**config.mk**
```make
export PLATFORM = sky130hd
export DESIGN_NAME = hex_entry_buffer_flat
export DESIGN_NICKNAME = d
export VERILOG_FILES = /design/src/rtl/hex_entry_buffer_pkg.sv /design/src/rtl/hex_entry_buffer_if.sv /design/src/rtl/hex_entry_buffer_button_conditioner.sv /design/src/rtl/hex_entry_buffer.sv /design/src/flat_wrapper.sv
export SDC_FILE = /design/constraint.sdc
export NUM_CORES = 1
export LEC_CHECK = 0
export ABC_AREA = 1
export BUFFER_PORTS_ARGS = -buffer_cell sky130_fd_sc_hd__buf_2
export CORE_MARGIN = 4
export CORE_UTILIZATION = 60
export DETAILED_ROUTE_END_ITERATION = 10
export PLACE_DENSITY_LB_ADDON = 0.25
export SETUP_SLACK_MARGIN = 0.4
export SYNTH_ARGS = -nofsm -noshare
export SYNTH_HDL_FRONTEND = slang
export SYNTH_SLANG_ARGS = --single-unit
```
**constraint.sdc**
```tcl
create_clock -name clk100mhz -period 4.5 [get_ports clk100mhz]
set_input_delay 0.675 -clock clk100mhz [delete_from_list [all_inputs] [get_ports clk100mhz]]
set_output_delay 0.675 -clock clk100mhz [all_outputs]
set_load 0.01 [all_outputs]
```
**src/rtl/hex_entry_buffer_pkg.sv**
```systemverilog
// Shared types and constants for the hex entry front end.
//   NIBBLE_W : width of one hex digit
//   state_e  : entry FSM states (ENTRY, FULL, DONE)
package hex_entry_pkg;
    localparam int NIBBLE_W = 4;

    typedef enum logic [1:0] {
        ENTRY = 2'd0,  // collecting digits, count < DIGITS
        FULL  = 2'd1,  // count == DIGITS, waiting for confirm/backspace/clear
        DONE  = 2'd2   // word published, buffer empty
    } state_e;
endpackage

```
**src/rtl/hex_entry_buffer_if.sv**
```systemverilog
// Bus between the switch/button bank and the entry buffer.
//   switches, enter, backspace, clear, confirm : raw inputs (master -> slave)
//   entry_buf, digit_count, full, overrun      : live entry status (slave -> master)
//   value, value_valid                         : published word (slave -> master)
//
// Handshake: value/value_valid is a valid-only strobe with no ready; value_valid is
// high for exactly one clock when value changes and value holds until the next
// publish, so a consumer may sample value at any time and must treat value_valid as
// a single-cycle event. Buttons are raw levels with no handshake at all.
interface hex_entry_buffer_if
    import hex_entry_pkg::*;
#(
    parameter int DIGITS = 4
);
    localparam int W  = NIBBLE_W * DIGITS;
    localparam int CW = $clog2(DIGITS + 1);

    logic [NIBBLE_W-1:0] switches;
    logic                enter;
    logic                backspace;
    logic                clear;
    logic                confirm;
    logic [W-1:0]        entry_buf;
    logic [CW-1:0]       digit_count;
    logic                full;
    logic                overrun;
    logic [W-1:0]        value;
    logic                value_valid;

    modport master (
        output switches, enter, backspace, clear, confirm,
        input  entry_buf, digit_count, full, overrun, value, value_valid
    );

    modport slave (
        input  switches, enter, backspace, clear, confirm,
        output entry_buf, digit_count, full, overrun, value, value_valid
    );
endinterface

```
**src/rtl/hex_entry_buffer_button_conditioner.sv**
```systemverilog
// Raw push-button to single-cycle press pulse.
//   clk, rst : clock and asynchronous active-high reset
//   raw      : asynchronous button level
//   pulse    : one-cycle strobe on each debounced rising edge
// Path: 2-FF synchroniser -> debounce (level accepted after DEBOUNCE_CYCLES equal
// synced samples that differ from the current level) -> registered edge detect.
// Raw edge to pulse is DEBOUNCE_CYCLES+3 cycles.
module button_conditioner #(
    parameter int DEBOUNCE_CYCLES = 16
) (
    input  logic clk,
    input  logic rst,
    input  logic raw,
    output logic pulse
);
    localparam int CNT_W = (DEBOUNCE_CYCLES < 2) ? 1 : $clog2(DEBOUNCE_CYCLES + 1);
    localparam logic [CNT_W-1:0] CNT_LAST = CNT_W'(DEBOUNCE_CYCLES - 1);

    logic             sync1;
    logic             sync2;
    logic             level;
    logic             level_d;
    logic [CNT_W-1:0] cnt;

    always_ff @(posedge clk or posedge rst) begin
        if (rst) begin
            sync1   <= 1'b0;
            sync2   <= 1'b0;
            level   <= 1'b0;
            level_d <= 1'b0;
            cnt     <= '0;
            pulse   <= 1'b0;
        end else begin
            sync1   <= raw;
            sync2   <= sync1;
            level_d <= level;
            pulse   <= level & ~level_d;
            // cnt counts consecutive synced samples disagreeing with level; any
            // agreeing sample restarts it, so short glitches never get through.
            if (sync2 != level) begin
                if (cnt == CNT_LAST) begin
                    level <= sync2;
                    cnt   <= '0;
                end else begin
                    cnt <= cnt + 1'b1;
                end
            end else begin
                cnt <= '0;
            end
        end
    end
endmodule

```
**src/rtl/hex_entry_buffer.sv**
```systemverilog
// Hex word entry front end: collects DIGITS nibbles from a switch bank on debounced
// button presses, supports backspace/clear, flags overrun, and publishes the word.
//   clk100mhz : system clock
//   reset     : asynchronous active-high reset
//   bus       : hex_entry_buffer_if slave (buttons, switches, entry status, value)
//   state_dbg : current FSM state
module hex_entry_buffer
    import hex_entry_pkg::*;
#(
    parameter int DIGITS          = 4,
    parameter int DEBOUNCE_CYCLES = 16,
    parameter bit ALLOW_PARTIAL   = 1'b0
) (
    input  logic                 clk100mhz,
    input  logic                 reset,
    hex_entry_buffer_if.slave    bus,
    output state_e               state_dbg
);
    localparam int W  = NIBBLE_W * DIGITS;
    localparam int CW = $clog2(DIGITS + 1);
    localparam logic [CW-1:0] COUNT_FULL = CW'(DIGITS);

    logic enter_p, backspace_p, clear_p, confirm_p;

    button_conditioner #(.DEBOUNCE_CYCLES(DEBOUNCE_CYCLES)) u_enter (
        .clk(clk100mhz), .rst(reset), .raw(bus.enter), .pulse(enter_p));
    button_conditioner #(.DEBOUNCE_CYCLES(DEBOUNCE_CYCLES)) u_backspace (
        .clk(clk100mhz), .rst(reset), .raw(bus.backspace), .pulse(backspace_p));
    button_conditioner #(.DEBOUNCE_CYCLES(DEBOUNCE_CYCLES)) u_clear (
        .clk(clk100mhz), .rst(reset), .raw(bus.clear), .pulse(clear_p));
    button_conditioner #(.DEBOUNCE_CYCLES(DEBOUNCE_CYCLES)) u_confirm (
        .clk(clk100mhz), .rst(reset), .raw(bus.confirm), .pulse(confirm_p));

    state_e              state;
    logic [W-1:0]        entry_buf;
    logic [CW-1:0]       count;
    logic                overrun;
    logic [W-1:0]        value;
    logic                value_valid;
    logic [NIBBLE_W-1:0] sw_s1;
    logic [NIBBLE_W-1:0] sw_s2;
    logic [CW-1:0]       count_inc;
    logic                can_publish;

    assign count_inc   = count + 1'b1;
    assign can_publish = (state == FULL) ||
                         (ALLOW_PARTIAL && (state == ENTRY) && (count != '0));

    always_ff @(posedge clk100mhz or posedge reset) begin
        if (reset) begin
            state       <= ENTRY;
            entry_buf   <= '0;
            count       <= '0;
            overrun     <= 1'b0;
            value       <= '0;
            value_valid <= 1'b0;
            sw_s1       <= '0;
            sw_s2       <= '0;
        end else begin
            sw_s1       <= bus.switches;
            sw_s2       <= sw_s1;
            value_valid <= 1'b0;
            // One action per cycle, clear > confirm > backspace > enter.
            if (clear_p) begin
                entry_buf <= '0;
                count     <= '0;
                overrun   <= 1'b0;
                state     <= ENTRY;
            end else if (confirm_p) begin
                if (can_publish) begin
                    // Digits beyond count are always zero, so a partial word is
                    // already right-aligned and zero-extended.
                    value       <= entry_buf;
                    value_valid <= 1'b1;
                    entry_buf   <= '0;
                    count       <= '0;
                    overrun     <= 1'b0;
                    state       <= DONE;
                end
            end else if (backspace_p) begin
                // DONE always has count 0, so the count test also ignores it there.
                if (count != '0) begin
                    entry_buf <= entry_buf >> NIBBLE_W;
                    count     <= count - 1'b1;
                    overrun   <= 1'b0;
                    state     <= ENTRY;
                end
            end else if (enter_p) begin
                if (state == FULL) begin
                    overrun <= 1'b1;
                end else begin
                    // DONE has an empty buffer, so the same shift covers ENTRY and DONE.
                    entry_buf <= (entry_buf << NIBBLE_W) | W'(sw_s2);
                    count     <= count_inc;
                    state     <= (count_inc == COUNT_FULL) ? FULL : ENTRY;
                end
            end
        end
    end

    assign bus.entry_buf   = entry_buf;
    assign bus.digit_count = count;
    assign bus.full        = (state == FULL);
    assign bus.overrun     = overrun;
    assign bus.value       = value;
    assign bus.value_valid = value_valid;
    assign state_dbg       = state;
endmodule

```
**src/flat_wrapper.sv**
```systemverilog
// flat-port wrapper written by rule: the top's interface ports become plain ports
module hex_entry_buffer_flat import hex_entry_pkg::*;
#(
    parameter int DIGITS          = 4,
    parameter int DEBOUNCE_CYCLES = 16,
    parameter bit ALLOW_PARTIAL   = 1'b0
)
  (clk100mhz, reset, state_dbg, bus_switches, bus_enter, bus_backspace, bus_clear, bus_confirm, bus_entry_buf, bus_digit_count, bus_full, bus_overrun, bus_value, bus_value_valid);
  hex_entry_buffer_if #(.DIGITS(DIGITS)) bus_i ();
  input  logic clk100mhz;
  input  logic reset;
  output state_e state_dbg;
  input wire logic [$bits(bus_i.switches)-1:0] bus_switches;
  input wire logic [$bits(bus_i.enter)-1:0] bus_enter;
  input wire logic [$bits(bus_i.backspace)-1:0] bus_backspace;
  input wire logic [$bits(bus_i.clear)-1:0] bus_clear;
  input wire logic [$bits(bus_i.confirm)-1:0] bus_confirm;
  output wire logic [$bits(bus_i.entry_buf)-1:0] bus_entry_buf;
  output wire logic [$bits(bus_i.digit_count)-1:0] bus_digit_count;
  output wire logic [$bits(bus_i.full)-1:0] bus_full;
  output wire logic [$bits(bus_i.overrun)-1:0] bus_overrun;
  output wire logic [$bits(bus_i.value)-1:0] bus_value;
  output wire logic [$bits(bus_i.value_valid)-1:0] bus_value_valid;
  assign bus_i.switches = bus_switches;
  assign bus_i.enter = bus_enter;
  assign bus_i.backspace = bus_backspace;
  assign bus_i.clear = bus_clear;
  assign bus_i.confirm = bus_confirm;
  assign bus_entry_buf = bus_i.entry_buf;
  assign bus_digit_count = bus_i.digit_count;
  assign bus_full = bus_i.full;
  assign bus_overrun = bus_i.overrun;
  assign bus_value = bus_i.value;
  assign bus_value_valid = bus_i.value_valid;
  hex_entry_buffer #(.DIGITS(DIGITS), .DEBOUNCE_CYCLES(DEBOUNCE_CYCLES), .ALLOW_PARTIAL(ALLOW_PARTIAL)) u_core (.clk100mhz(clk100mhz), .reset(reset), .bus(bus_i), .state_dbg(state_dbg));
endmodule
```
==> results of run 1 <==
worst reg2reg max path: stages, from the launching register on:
cell and delay (ns):
dfrtp_1 0.45, inv_1 0.09, ha_1 0.21, nand2_1 0.07, inv_1 0.03, nand3_1 0.05, nand2_1 0.05, nor2_1 0.50
buf_4 0.29, nand2_1 0.06, nand2_1 0.07
where the power goes:
| group | switching (W) | internal, W |
|---|---|---|
| clock network | 0.000250 | 0.000323 |
| logic | 0.0000426 | 0.0000241 |
| registers | 0.0000144 | 0.000802 |
through the flow:
step	worst slack, ns	instances	total power [W]	utilization
2_1_floorplan	1.57	381	0.000877	-
3_3_place_gp	2.66	495	0.000898	0.680
3_5_place_dp	2.60	495	0.000901	0.680
4_1_cts	2.57	510	0.00147	0.718
5_1_grt	2.35	510	0.00152	0.718
6_report	2.57	510	0.00146	0.718
layer usage:
layer | global-route usage | part of all wire | routed length (um) | vias to the layer above
met1 | 0.265 | 0.45 | 2770 | 1213
li1 | - | - | - | 1263
met3 | 0.0402 | 0.048 | 296 | 8
met4 | 0.0978 | 0.018 | 109 | 0
met2 | 0.310 | 0.49 | 3000 | 48
met5 | 0 | 0 | 0 | -
registers in the layout, summed over array words and instances, names as in the netlist, 4 cells and up:
signal and flops:
u_core.bus.entry_buf 16, u_core.u_clear.cnt 5, u_core.u_confirm.cnt 5, u_core.bus.value 16, u_core.u_enter.cnt 5, u_core.sw_s1 4
u_core.u_backspace.cnt 5, u_core.sw_s2 4
worst max path at each step:
stage | end | slack (ns) | cells after the start
floorplan | u_core.bus.digit_count[0]$_DFFE_PP0P_ | 1.57 | 1
global placement | u_core.u_enter.cnt[1]$_DFF_PP0_ | 2.66 | 3
detailed placement | u_core.bus.entry_buf[3]$_DFFE_PP0P_ | 2.60 | 10
CTS | u_core.bus.entry_buf[3]$_DFFE_PP0P_ | 2.57 | 10
global route | u_core.bus.entry_buf[9]$_DFFE_PP0P_ | 2.35 | 10
finish | u_core.bus.entry_buf[3]$_DFFE_PP0P_ | 2.57 | 10
cell usage in the layout (no fill, tap or decap), drive strengths merged:
cell type / netlist / layout
o21ai: 21 / 21
bufinv: 0 / 2
buf: 7 / 51
xnor2: 4 / 4
ha: 8 / 8
nor3b: 4 / 4
clkbuf: 2 / 11
xor2: 6 / 6
nand2: 136 / 136
nand3: 9 / 9
nand2b: 4 / 4
nor2: 44 / 44
clkinv: 0 / 3
dfrtp: 87 / 87
o211ai: 1 / 1
inv: 40 / 39
a21oi: 4 / 4
nor3: 4 / 4
cells by family after synthesis:
| logic type | count (synthesis) | share of synthesized area |
|---|---|---|
| DFF | 87 | 0.619 |
| AOI/OAI and AO/OA | 26 | 0.0377 |
| xor gates and xnor gates | 10 | 0.0249 |
| buffers and inverters | 49 | 0.0590 |
| and+or+nand+nor | 201 | 0.231 |
| adders and majority gates | 8 | 0.0285 |
layout make-up:
cell class / instances / area [sq um] / share of cell area
flip-flops and latches: 87 / 2180 / 0.541
inverters: 40 / 151 / 0.0376
repair buffers: 51 / 260 / 0.0647
well taps: 72 / 90.1 / 0.0224
clock inverters: 4 / 70.1 / 0.0174
multi-input cells: 245 / 1130 / 0.282
clock buffers: 11 / 141 / 0.0351
==> tab_implementation.tex, run 1 <==
\begin{tabular}{lr}
\hline
Metric & Value \\
\hline
\multicolumn{2}{l}{\textbf{Synth}} \\
\quad Total of warnings raised by yosys & 0 \\
\quad Number of distinct standard cells referenced by the synthesized netlist & 21 \\
\quad Register area share after synthesis & 0.619 \\
\quad Post-synth top flop & dfrtp\_1 \\
\quad Fraction of synthesized cell area taken by the top area cell type & 0.619 \\
\quad Leading cell types by total area after synthesis & dfrtp\_1 62\%, nand2\_1 14\%, nor2\_1 4.3\% \\
\quad List of most frequent post-synthesis cells & 133 x nand2\_1, 87 x dfrtp\_1, 40 x nor2\_1, 38 x inv\_1, 21 x o21ai\_0 \\
\quad Number of synthesized flops with an enable pin & 0 \\
\quad Dominant cell by count in the synthesized netlist & nand2\_1 \\
\quad Synth Net Count & 399 \\
\quad Post-synthesis register bit count & 87 \\
\quad Count of mapped cells out of synthesis & 381 \\
\quad Syn Std Cell Area & roughly 3500 sq um \\
\quad Cell taking the most area after synthesis & dfrtp\_1 \\
\quad Share of synthesized registers carrying an async set or reset & 1.00 \\
\quad Mean area per synthesized cell & around 9.2 sq um \\
\multicolumn{2}{l}{\textbf{Timing}} \\
\quad Maximum frequency from static timing analysis & 517 MHz \\
\quad Pins Over Slew Limit & 0 \\
\quad Final-layout setup total negative slack & 0 ns \\
\quad Post-route fraction of the period consumed by the critical path & 0.429 \\
\quad Number of setup violations in the final report & 0 \\
\quad Hold slack & 0.352 ns \\
\quad Setup repair after global routing missed its margin & no \\
\quad Final Hold Vio Count & 0 \\
\quad Shortest clock period the worst path allows after layout & 1.93 ns \\
\quad Slew at the pin closest to its max-slew limit & $\sim$0.93 ns \\
\quad Max-slew headroom at the worst pin & 0.381 \\
\quad Worst-case clock skew & $\sim$0.0054 ns \\
\multicolumn{2}{l}{\textbf{Outcome}} \\
\quad Result of the run & finished, final reports clean \\
\multicolumn{2}{l}{\textbf{Worst setup path}} \\
\quad FF-to-FF setup slack & approximately 2.6 ns \\
\quad Critical-path maximum fanout & 11 \\
\quad Count of buffer and inverter cells on the critical path & 3 \\
\quad Data arrival time of the critical path & between 2 and 2.5 ns \\
\quad Worst reg2reg path depth & 10 \\
\quad Reg-to-reg critical path endpoint & u\_core.bus.entry\_buf[3]\$\_DFFE\_PP0P\_ \\
\quad Kind of end point of the critical path & register \\
\quad Source of the worst register-to-register timing path & u\_core.bus.digit\_count[0]\$\_DFFE\_PP0P\_ \\
\quad Largest stage delay, worst path & $\sim$0.50 ns \\
\quad Setup crit start & u\_core.bus.digit\_count[0]\$\_DFFE\_PP0P\_ \\
\quad Worst path most repeated cell & nand2\_1 \\
\quad Category of cells accounting for the largest share of critical-path delay & simple AND/OR/NAND/NOR gates \\
\quad Worst endpoint required time & 4.78 ns \\
\quad Startpoint-to-endpoint class of the critical path & register to register \\
\quad CP cell instances & inv\_1 > ha\_1 > nand2\_1 > inv\_1 > nand3\_1 > nand2\_1 > nor2\_1 > buf\_4 > nand2\_1 > nand2\_1 \\
\quad Crit-path slowest cell & nor2\_1 \\
\quad Kind of start point of the critical path & register \\
\multicolumn{2}{l}{\textbf{Die}} \\
\quad Overall die area & around 7000 sq um \\
\quad Count of standard-cell rows & 27 \\
\quad Die span in x & 84.6 um \\
\quad Die Ht & 84.6 um \\
\quad Core region area & 5610 sq um \\
\quad I/O pin count & 50 \\
\quad Initial Utilization & 0.627 \\
\multicolumn{2}{l}{\textbf{Global routing}} \\
\quad Via count of the first global-routing pass & 2,540 \\
\quad Global-route usage over all layers & 0.198 \\
\quad Antenna violations before repair & 0 \\
\quad Overflow left after global routing & 0 \\
\quad Global-route wire length before repair & between 10,000 and 15,000 um \\
\quad Largest net degree at the start of global routing & 58 \\
\multicolumn{2}{l}{\textbf{CTS}} \\
\quad Cts hold-fix bufs & 0 \\
\quad Number of levels the H-tree was split into & 3 \\
\quad Clk pin slew, worst setup/hold paths & 0.08 ns \\
\quad \# resized after CTS & 0 \\
\quad TritonCTS clock tree & done \\
\quad Clock sink count & 87 \\
\quad TritonCTS Buffers & 9 \\
\quad Clock latency of the later-clocked register in the worst-skew pair & 0.35 ns \\
\quad Clock tree root driver cell & clkbuf\_8 \\
\quad Maximum clock path buffer count & 2 \\
\quad Post-CTS setup repair buffer count & 0 \\
\multicolumn{2}{l}{\textbf{Route}} \\
\quad Wire length after detailed routing & 6170 um \\
\quad Via count of the routed design & between 2,000 and 3,000 \\
\quad DRC viols & 0 \\
\quad Number of DRC violations after detailed-routing iteration 0 & 170 \\
\quad Post-DR wirelength/cell & 12.1 um \\
\quad Number of routed nets with antenna violations & 0 \\
\quad Drt pass-1 iters & 4 \\
\quad Via-per-instance ratio & 4.96 \\
\multicolumn{2}{l}{\textbf{Finish}} \\
\quad Antenna diode count & 0 \\
\quad \# fillers & 447 \\
\quad Final non-filler cell area & 4020 sq um \\
\quad Area growth from synthesis to layout & 14.4\% \\
\quad Number of nets at the end of the flow & roughly 450 \\
\quad Share of post-route cells with drive strength above 1 & 0.171 \\
\multicolumn{2}{l}{\textbf{Pwr}} \\
\quad Leakage power figure & 2.18 nW \\
\quad Max rail drop VDD & 0.360 mV \\
\quad Pwr per Cell Area & 362 nW/um\^{}2 \\
\multicolumn{2}{l}{\textbf{Place}} \\
\quad Detailed placer's ending HPWL & 4340 um \\
\quad Post-place instance area & 3810 sq um \\
\quad Routability Congestion & 0.798 \\
\quad Count of buffers from port buffering & 49 \\
\multicolumn{2}{l}{\textbf{Min path}} \\
\quad Worst hold path depth & 0 \\
\quad Min-Delay Endpoint & u\_core.sw\_s2[2]\$\_DFF\_PP0\_ \\
\quad Class of the most critical hold timing path & register to register \\
\quad Worst hold path startpoint & u\_core.sw\_s1[2]\$\_DFF\_PP0\_ \\
\multicolumn{2}{l}{\textbf{Flow run}} \\
\quad MaxCap Viol Count & 0 \\
\hline
\end{tabular}
Note: power is estimated with default switching activity, not from simulation.
==> run 2, diff against run 1 <==
CORE_UTILIZATION = 51   (was 60)
clock period = 1.6 ns   (was 4.5 ns; I/O delays follow)
==> run 2 against run 1 <==
Hold slack got worse by 0.35 ns. Register-to-register slack lost 2.3 ns. Die area increased by 16%. Non-clock buffer count grew 45. Wire length increased by 23%. Sequential share of layout area down 7.9 points. Sequential power rose to 2.8 times the previous value. Clock power grew to 3.2 times the previous value.
==> tab_implementation.tex, run 2 (synthesis gave the netlist of run 1 again) <==
\begin{tabular}{lr}
\hline
Metric & Value \\
\hline
\multicolumn{2}{l}{\textbf{Route}} \\
\quad Number of routed nets with antenna violations & 0 (unchanged) \\
\quad Drt pass-1 iters & 4 (unchanged) \\
\quad Wire length after detailed routing & 7580 um (was 6170 um) \\
\quad Via-per-instance ratio & 4.87 (was 4.96) \\
\quad DRC viols & 0 (unchanged) \\
\quad Post-DR wirelength/cell & 13.4 um (was 12.1 um) \\
\quad Number of DRC violations after detailed-routing iteration 0 & 166 (was 170) \\
\quad Via count of the routed design & 2,745 (was 2,532) \\
\multicolumn{2}{l}{\textbf{Worst setup path}} \\
\quad Worst reg2reg path depth & 10 (unchanged) \\
\quad FF-to-FF setup slack & 0.24 ns (was 2.57 ns) \\
\quad Worst endpoint required time & 1.89 ns (was 4.78 ns) \\
\quad Reg-to-reg critical path endpoint & u\_core.bus.entry\_buf[14]\$\_DFFE\_PP0P\_ (was u\_core.bus.entry\_buf[3]\$\_DFFE\_PP0P\_) \\
\quad Kind of end point of the critical path & register (unchanged) \\
\quad Data arrival time of the critical path & 1.65 ns (was 2.22 ns) \\
\quad Source of the worst register-to-register timing path & u\_core.bus.digit\_count[1]\$\_DFFE\_PP0P\_ (was u\_core.bus.digit\_count[0]\$\_DFFE\_PP0P\_) \\
\quad Kind of start point of the critical path & register (unchanged) \\
\quad Critical-path maximum fanout & 6 (was 11) \\
\quad Startpoint-to-endpoint class of the critical path & register to register (unchanged) \\
\multicolumn{2}{l}{\textbf{Finish}} \\
\quad Top library cells by usage in the layout, fill and taps aside & 105 x nand2\_1, 82 x dfrtp\_1, 44 x buf\_2, 34 x nor2\_1, 29 x inv\_1 (was 133 x nand2\_1, 87 x dfrtp\_1, 49 x buf\_2, 40 x nor2\_1, 37 x inv\_1) \\
\quad Share of post-route cells with drive strength above 1 & 0.339 (was 0.171) \\
\quad Leading cell type in the layout, fill and taps excluded & nand2\_1 (unchanged) \\
\quad Area growth from synthesis to layout & 34.3\% (was 14.4\%) \\
\quad Number of nets at the end of the flow & 497 (was 452) \\
\quad Antenna diode count & 0 (unchanged) \\
\quad Biggest regs & u\_core.bus.entry\_buf: 16 flops, u\_core.bus.value: 16 flops (unchanged) \\
\multicolumn{2}{l}{\textbf{Timing}} \\
\quad Setup repair after global routing missed its margin & yes (was no) \\
\quad Hold slack & 0.00272 ns (was 0.352 ns) \\
\quad Max-slew headroom at the worst pin & 0.711 (was 0.381) \\
\quad Number of setup violations in the final report & 0 (unchanged) \\
\quad Pins Over Slew Limit & 0 (unchanged) \\
\quad Worst-case clock skew & 0.00603 ns (was 0.00538 ns) \\
\quad Maximum frequency from static timing analysis & 734 MHz (was 517 MHz) \\
\quad Final-layout setup total negative slack & 0 ns (unchanged) \\
\quad Final Hold Vio Count & 0 (unchanged) \\
\quad Slew at the pin closest to its max-slew limit & 0.434 ns (was 0.928 ns) \\
\quad Post-route fraction of the period consumed by the critical path & 0.852 (was 0.429) \\
\quad Shortest clock period the worst path allows after layout & 1.36 ns (was 1.93 ns) \\
\multicolumn{2}{l}{\textbf{Global routing}} \\
\quad Via count of the first global-routing pass & 2,610 (was 2,540) \\
\quad Overflow left after global routing & 0 (unchanged) \\
\quad Largest net degree at the start of global routing & 88 (was 58) \\
\quad Global-route wire length before repair & 11,900 um (was 11,400 um) \\
\quad Global-route usage over all layers & 0.178 (was 0.198) \\
\quad Antenna violations before repair & 0 (unchanged) \\
\multicolumn{2}{l}{\textbf{Die}} \\
\quad Die span in x & 91.1 um (was 84.6 um) \\
\quad Core region area & 6760 sq um (was 5610 sq um) \\
\quad Die Ht & 91.1 um (was 84.6 um) \\
\quad Overall die area & 8290 sq um (was 7150 sq um) \\
\quad Initial Utilization & 0.521 (was 0.627) \\
\quad I/O pin count & 50 (unchanged) \\
\quad Count of standard-cell rows & 30 (was 27) \\
\multicolumn{2}{l}{\textbf{CTS}} \\
\quad Clock tree root driver cell & clkbuf\_8 (unchanged) \\
\quad Clk pin slew, worst setup/hold paths & 0.08 ns (about the same) \\
\quad Clock latency of the later-clocked register in the worst-skew pair & 0.35 ns (about the same) \\
\quad Number of levels the H-tree was split into & 3 (unchanged) \\
\quad TritonCTS clock tree & done (unchanged) \\
\quad Clock sink count & 87 (unchanged) \\
\quad TritonCTS Buffers & 9 (unchanged) \\
\quad Maximum clock path buffer count & 2 (unchanged) \\
\multicolumn{2}{l}{\textbf{Outcome}} \\
\quad Result of the run & finished, final reports clean (unchanged) \\
\multicolumn{2}{l}{\textbf{Place}} \\
\quad Routability Congestion & 0.747 (was 0.798) \\
\quad Count of buffers from port buffering & 49 (unchanged) \\
\quad Detailed placer's ending HPWL & 4350 um (was 4340 um) \\
\multicolumn{2}{l}{\textbf{Pwr}} \\
\quad Pwr per Cell Area & 935 nW/um\^{}2 (was 362 nW/um\^{}2) \\
\quad Leakage power figure & 2.50 nW (was 2.18 nW) \\
\quad Max rail drop VDD & 0.897 mV (was 0.360 mV) \\
\multicolumn{2}{l}{\textbf{Flow run}} \\
\quad MaxCap Viol Count & 0 (unchanged) \\
\multicolumn{2}{l}{\textbf{Min path}} \\
\quad Class of the most critical hold timing path & input port to asynchronous set/reset pin (was register to register) \\
\hline
\end{tabular}
==> run 2: cell count changes in the layout (fill, tap and decap cells not counted), moves of 11 or more <==
cell and delta:
buf_4 +24, nand2_1 -28, o21ai_0 -11, o21ai_1 +11, buf_6 +12, nand2_2 +23
==> run 2: per-layer routing <==
layer	up-vias	wire [um]	global-route usage
met2	78	3790	0.292
met4	0	130	0.0666
met3	12	443	0.0539
met1	1297	3220	0.222
li1	1358	-	-
met5	-	0	0
==> run 2: layout make-up <==
cell class              instances  area (sq um)
multi-input cells             245          1290
fillers                       498          2030
flip-flops and latches         87          2180
clock buffers                  10           128
inverters                      40           160
repair buffers                 96           751
well taps                      80           100
clock inverters                 6           118
==> run 2: worst max path at each step <==
stage,start,endpoint,slack (ns),cells past startpoint
2_1_floorplan,u_core.bus.digit_count[1]$_DFFE_PP0P_,u_core.state_dbg[1]$_DFFE_PP0P_,0.25,9
3_3_place_gp,u_core.bus.digit_count[0]$_DFFE_PP0P_,u_core.bus.digit_count[0]$_DFFE_PP0P_,0.25,9
3_5_place_dp,u_core.bus.digit_count[0]$_DFFE_PP0P_,u_core.bus.entry_buf[8]$_DFFE_PP0P_,0.20,9
4_1_cts,u_core.state_dbg[0]$_DFFE_PP0P_,bus_full,0.27,3
5_1_grt,u_core.bus.digit_count[1]$_DFFE_PP0P_,u_core.bus.entry_buf[14]$_DFFE_PP0P_,0.14,10
6_report,u_core.bus.digit_count[1]$_DFFE_PP0P_,u_core.bus.entry_buf[14]$_DFFE_PP0P_,0.24,10
==> run 2: critical path, cell delays in order, from the launching register on <==
cell	delay, ns
dfrtp_1	0.39
inv_2	0.07
ha_4	0.16
nand2_2	0.07
inv_2	0.03
nand3_2	0.05
nand2_2	0.06
nor2_4	0.17
buf_6	0.16
nand2_1	0.07
nand2_1	0.07
==> run 2: stage by stage <==
stage	std cells	power, W	worst slack [ns]	util	area (sq um)
after floorplan	381	0.00247	0.246	-	3530
after global placement	510	0.00254	0.253	0.579	3910
after detailed placement	510	0.00255	0.201	0.579	3910
after CTS	545	0.00444	0.266	0.657	4440
after global routing	564	0.00462	0.143	0.699	4730
final	564	0.00442	0.237	0.699	4730
==> run 2: where the power goes <==
part | switching (W) | leakage (nW) | total [W] | internal, W
combinational | 0.000153 | 1.23 | 0.000282 | 0.000130
sequential | 0.0000362 | 1.16 | 0.00229 | 0.00226
clock | 0.000793 | 0.119 | 0.00184 | 0.00105
total | 0.000982 | 2.50 | 0.00442 | 0.00344
==> run 2: timing repair <==
action | 4_1_cts | 5_1_grt
gates resized for setup | 38 | 49
cloned | 1 | 3
hold endpoints to repair | 8 | 0
hold buffers | 8 | 0
setup buffers | 10 | 16
pin swaps | 1 | 23
endpoints found under the setup margin | 38 | 70
==> run 3, diff against run 2 <==
ABC_AREA = not set   (was 1)
CTS_CLUSTER_SIZE = 25   (was not set)
==> run 3 against run 2 <==
Register-to-register slack lost 0.18 ns. Flip-flop and latch count unchanged. Sequential power barely moved. Utilization grew 7.2 points. Worst setup slack got worse by 0.18 ns. Sequential share of layout area is 2.8 points lower. Fmax shrank 12%. Clock skew barely moved. Largest cell class unchanged. Largest power group unchanged.
==> tab_implementation.tex, run 3 <==
\begin{tabular}{lr}
\hline
Metric & Value \\
\hline
\multicolumn{2}{l}{\textbf{Die}} \\
\quad Count of standard-cell rows & 29 (was 30) \\
\quad Overall die area & 8280 sq um (was 8290 sq um) \\
\quad Die span in x & 91.0 um (was 91.1 um) \\
\quad I/O pin count & 50 (unchanged) \\
\quad Core region area & 6530 sq um (was 6760 sq um) \\
\quad Die Ht & 91.0 um (was 91.1 um) \\
\quad Initial Utilization & 0.538 (was 0.521) \\
\multicolumn{2}{l}{\textbf{CTS}} \\
\quad Clock latency of the later-clocked register in the worst-skew pair & 0.36 ns (was 0.35 ns) \\
\quad Clock tree root driver cell & clkbuf\_8 (unchanged) \\
\quad TritonCTS Buffers & 9 (unchanged) \\
\quad TritonCTS clock tree & done (unchanged) \\
\quad Maximum clock path buffer count & 2 (unchanged) \\
\quad Clk pin slew, worst setup/hold paths & 0.08 ns (about the same) \\
\quad Number of levels the H-tree was split into & 3 (unchanged) \\
\quad Clock sink count & 87 (unchanged) \\
\multicolumn{2}{l}{\textbf{Route}} \\
\quad Via-per-instance ratio & 5.29 (was 4.87) \\
\quad Drt pass-1 iters & 4 (unchanged) \\
\quad DRC viols & 0 (unchanged) \\
\quad Number of DRC violations after detailed-routing iteration 0 & 170 (was 166) \\
\quad Number of routed nets with antenna violations & 0 (unchanged) \\
\quad Wire length after detailed routing & 8190 um (was 7580 um) \\
\quad Via count of the routed design & 2,374 (was 2,745) \\
\quad Post-DR wirelength/cell & 18.2 um (was 13.4 um) \\
\multicolumn{2}{l}{\textbf{Timing}} \\
\quad Pins Over Slew Limit & 0 (unchanged) \\
\quad Post-route fraction of the period consumed by the critical path & 0.966 (was 0.852) \\
\quad Number of setup violations in the final report & 0 (unchanged) \\
\quad Worst-case clock skew & 0.00557 ns (was 0.00603 ns) \\
\quad Slew at the pin closest to its max-slew limit & 0.329 ns (was 0.434 ns) \\
\quad Final-layout setup total negative slack & 0 ns (unchanged) \\
\quad Setup repair after global routing missed its margin & yes (unchanged) \\
\quad Final Hold Vio Count & 0 (unchanged) \\
\quad Maximum frequency from static timing analysis & 647 MHz (was 734 MHz) \\
\quad Hold slack & 0.352 ns (was 0.00272 ns) \\
\quad Max-slew headroom at the worst pin & 0.780 (was 0.711) \\
\quad Shortest clock period the worst path allows after layout & 1.55 ns (was 1.36 ns) \\
\quad Setup WS post-layout & 0.0547 ns (was 0.237 ns) \\
\multicolumn{2}{l}{\textbf{Pwr}} \\
\quad Combinational share of power & 0.048 (was 0.064) \\
\quad Leakage power figure & 2.52 nW (was 2.50 nW) \\
\quad Part of the total power dissipated in the clock network & 0.408 (was 0.417) \\
\quad Sequential power share & 0.544 (was 0.519) \\
\quad Pwr per Cell Area & 831 nW/um\^{}2 (was 935 nW/um\^{}2) \\
\quad Internal power & 0.00331 W (was 0.00344 W) \\
\quad Switching share of total power & 0.210 (was 0.222) \\
\quad Max rail drop VDD & 0.662 mV (was 0.897 mV) \\
\quad Switching pwr & 0.000879 W (was 0.000982 W) \\
\multicolumn{2}{l}{\textbf{Worst setup path}} \\
\quad FF-to-FF setup slack & 0.05 ns (was 0.24 ns) \\
\quad Kind of start point of the critical path & register (unchanged) \\
\quad Worst endpoint required time & 1.85 ns (was 1.89 ns) \\
\quad Data arrival time of the critical path & 1.80 ns (was 1.65 ns) \\
\quad Worst reg2reg path depth & 6 (was 10) \\
\quad Source of the worst register-to-register timing path & u\_core.state\_dbg[0]\$\_DFFE\_PP0P\_ (was u\_core.bus.digit\_count[1]\$\_DFFE\_PP0P\_) \\
\quad Setup crit start & u\_core.state\_dbg[0]\$\_DFFE\_PP0P\_ (was u\_core.bus.digit\_count[1]\$\_DFFE\_PP0P\_) \\
\quad Reg-to-reg critical path endpoint & u\_core.bus.entry\_buf[15]\$\_DFFE\_PP0P\_ (was u\_core.bus.entry\_buf[14]\$\_DFFE\_PP0P\_) \\
\quad Kind of end point of the critical path & register (unchanged) \\
\quad Startpoint-to-endpoint class of the critical path & register to register (unchanged) \\
\quad Critical-path maximum fanout & 5 (was 6) \\
\multicolumn{2}{l}{\textbf{Finish}} \\
\quad Antenna diode count & 0 (unchanged) \\
\quad Top library cells by usage in the layout, fill and taps aside & 79 x dfrtp\_1, 46 x buf\_4, 44 x buf\_2, 16 x mux2\_4 (was 105 x nand2\_1, 82 x dfrtp\_1, 44 x buf\_2, 34 x nor2\_1, 29 x inv\_1) \\
\quad Share of post-route cells with drive strength above 1 & 0.546 (was 0.339) \\
\quad Leading cell type in the layout, fill and taps excluded & dfrtp\_1 (was nand2\_1) \\
\quad Finished Core Util & 0.772 (was 0.699) \\
\quad Area growth from synthesis to layout & 43.4\% (was 34.3\%) \\
\quad Biggest regs & u\_core.bus.entry\_buf: 16 flops, u\_core.bus.value: 16 flops (unchanged) \\
\quad Number of nets at the end of the flow & 385 (was 497) \\
\quad \# fillers & 403 (was 498) \\
\multicolumn{2}{l}{\textbf{Synth}} \\
\quad List of most frequent post-synthesis cells & 87 x dfrtp\_1, 18 x nor2\_1, 13 x mux2i\_1, 13 x xor2\_1, 11 x mux2\_2 (was 133 x nand2\_1, 87 x dfrtp\_1, 40 x nor2\_1, 38 x inv\_1, 21 x o21ai\_0) \\
\quad Leading cell types by total area after synthesis & dfrtp\_1 62\%, o2bb2ai\_2 4.3\%, mux2\_4 3.8\% (was dfrtp\_1 62\%, nand2\_1 14\%, nor2\_1 4.3\%) \\
\quad Total of warnings raised by yosys & 0 (unchanged) \\
\quad Dominant cell by count in the synthesized netlist & dfrtp\_1 (was nand2\_1) \\
\quad Register area share after synthesis & 0.619 (about the same) \\
\quad Cell taking the most area after synthesis & dfrtp\_1 (unchanged) \\
\quad Post-synthesis register bit count & 87 (unchanged) \\
\quad Mean area per synthesized cell & 14.6 sq um (was 9.23 sq um) \\
\quad Synth Net Count & 259 (was 399) \\
\quad Syn Std Cell Area & 3510 sq um (was 3520 sq um) \\
\quad Number of synthesized flops with an enable pin & 0 (unchanged) \\
\quad Count of mapped cells out of synthesis & 241 (was 381) \\
\quad Number of distinct standard cells referenced by the synthesized netlist & 38 (was 21) \\
\quad Share of synthesized registers carrying an async set or reset & 1.00 (unchanged) \\
\quad Fraction of synthesized cell area taken by the top area cell type & 0.619 (about the same) \\
\quad Post-synth top flop & dfrtp\_1 (unchanged) \\
\multicolumn{2}{l}{\textbf{Global routing}} \\
\quad Via count of the first global-routing pass & 2,383 (was 2,610) \\
\quad Global-route wire length before repair & 12,000 um (was 11,900 um) \\
\quad Global-route usage over all layers & 0.187 (was 0.178) \\
\quad Overflow left after global routing & 0 (unchanged) \\
\quad Largest net degree at the start of global routing & 42 (was 88) \\
\quad Antenna violations before repair & 0 (unchanged) \\
\multicolumn{2}{l}{\textbf{Outcome}} \\
\quad Result of the run & finished, final reports clean (unchanged) \\
\multicolumn{2}{l}{\textbf{Flow run}} \\
\quad MaxCap Viol Count & 0 (unchanged) \\
\multicolumn{2}{l}{\textbf{Place}} \\
\quad Worst setup timing slack at the placement stage & 0.139 ns (was 0.201 ns) \\
\quad Count of buffers from port buffering & 49 (unchanged) \\
\quad Detailed placer's ending HPWL & 4170 um (was 4350 um) \\
\quad Routability Congestion & 0.805 (was 0.747) \\
\multicolumn{2}{l}{\textbf{Min path}} \\
\quad Class of the most critical hold timing path & input port to asynchronous set/reset pin (unchanged) \\
\hline
\end{tabular}
[run 3: changes by cell type after synthesis, sizes merged, moves of 7 or more]
cell / change
nand2: -134
xor2: +7
mux2i: +13
mux2: +20
o2bb2ai: +13
inv: -30
nor2: -25
o21ai: -14
[run 3: final cells by class]
type / instances / area [sq um] / share of cell area
sequential: 87 / 2190 / 0.434
multi-input combinational: 138 / 1460 / 0.290
timing repair buffer: 121 / 1020 / 0.203
clock buffer: 13 / 159 / 0.0315
tap: 77 / 96.3 / 0.0191
clock inverter: 3 / 65.1 / 0.0129
inverter: 10 / 51.3 / 0.0102
[run 3: metal layers]
metal | up-vias | global-route usage | routed length (um)
li1 | 1093 | - | -
met1 | 1202 | 0.239 | 3450
met2 | 61 | 0.298 | 4160
met3 | 18 | 0.0545 | 393
met4 | 0 | 0.0842 | 189
met5 | - | 0 | 0
[run 3: cells by family (layout without fill, tap and decap cells)]
group	count (synthesis)	after routing	synth area share
mux	33	33	0.111
simple gates	52	52	0.0851
flops	87	87	0.619
xor+xnor	14	14	0.0349
buf+inv	16	147	0.0328
fa+ha+maj	8	8	0.0285
compound gates	31	31	0.0886
[run 3: power by group through the flow]
stage	logic, W	registers (W)	clock network [W]
floorplan	0.0000901	0.00231	0
global placement	0.000135	0.00231	0
detailed placement	0.000139	0.00232	0
CTS	0.000180	0.00227	0.00173
global route	0.000233	0.00229	0.00184
finish	0.000201	0.00228	0.00171
[run 3: worst max-delay path, stage by stage, from the launching register on]
cell and delay [ns]:
dfrtp_2 0.47, nand2b_4 0.12, buf_4 0.13, a22oi_4 0.07
a21o_4 0.27, clkbuf_16 0.17, a22o_1 0.21
[run 3: through the flow]
step,cell area (sq um),instances,power [W]
2_1_floorplan,3540,241,0.00240
3_3_place_gp,3940,371,0.00245
3_5_place_dp,3940,371,0.00245
4_1_cts,4610,423,0.00418
5_1_grt,5040,449,0.00436
6_report,5040,449,0.00419
[run 3: worst max path at each step]
stage                                           endpoint  slack, ns
floorplan                u_core.bus.value[0]$_DFFE_PP0P_       0.09
global placement         u_core.bus.value[5]$_DFFE_PP0P_       0.15
detailed placement       u_core.bus.value[5]$_DFFE_PP0P_       0.14
CTS                      u_core.bus.value[5]$_DFFE_PP0P_       0.15
global route        u_core.bus.entry_buf[15]$_DFFE_PP0P_       0.01
finish              u_core.bus.entry_buf[15]$_DFFE_PP0P_       0.05
[run 3: what timing repair did]
action	CTS	global route
hold endpoints to repair	14	0
pin swaps	10	18
gates resized for setup	36	38
gates cloned	2	3
setup endpoints to repair	63	65
setup buffers	25	23
hold buffers	9	0
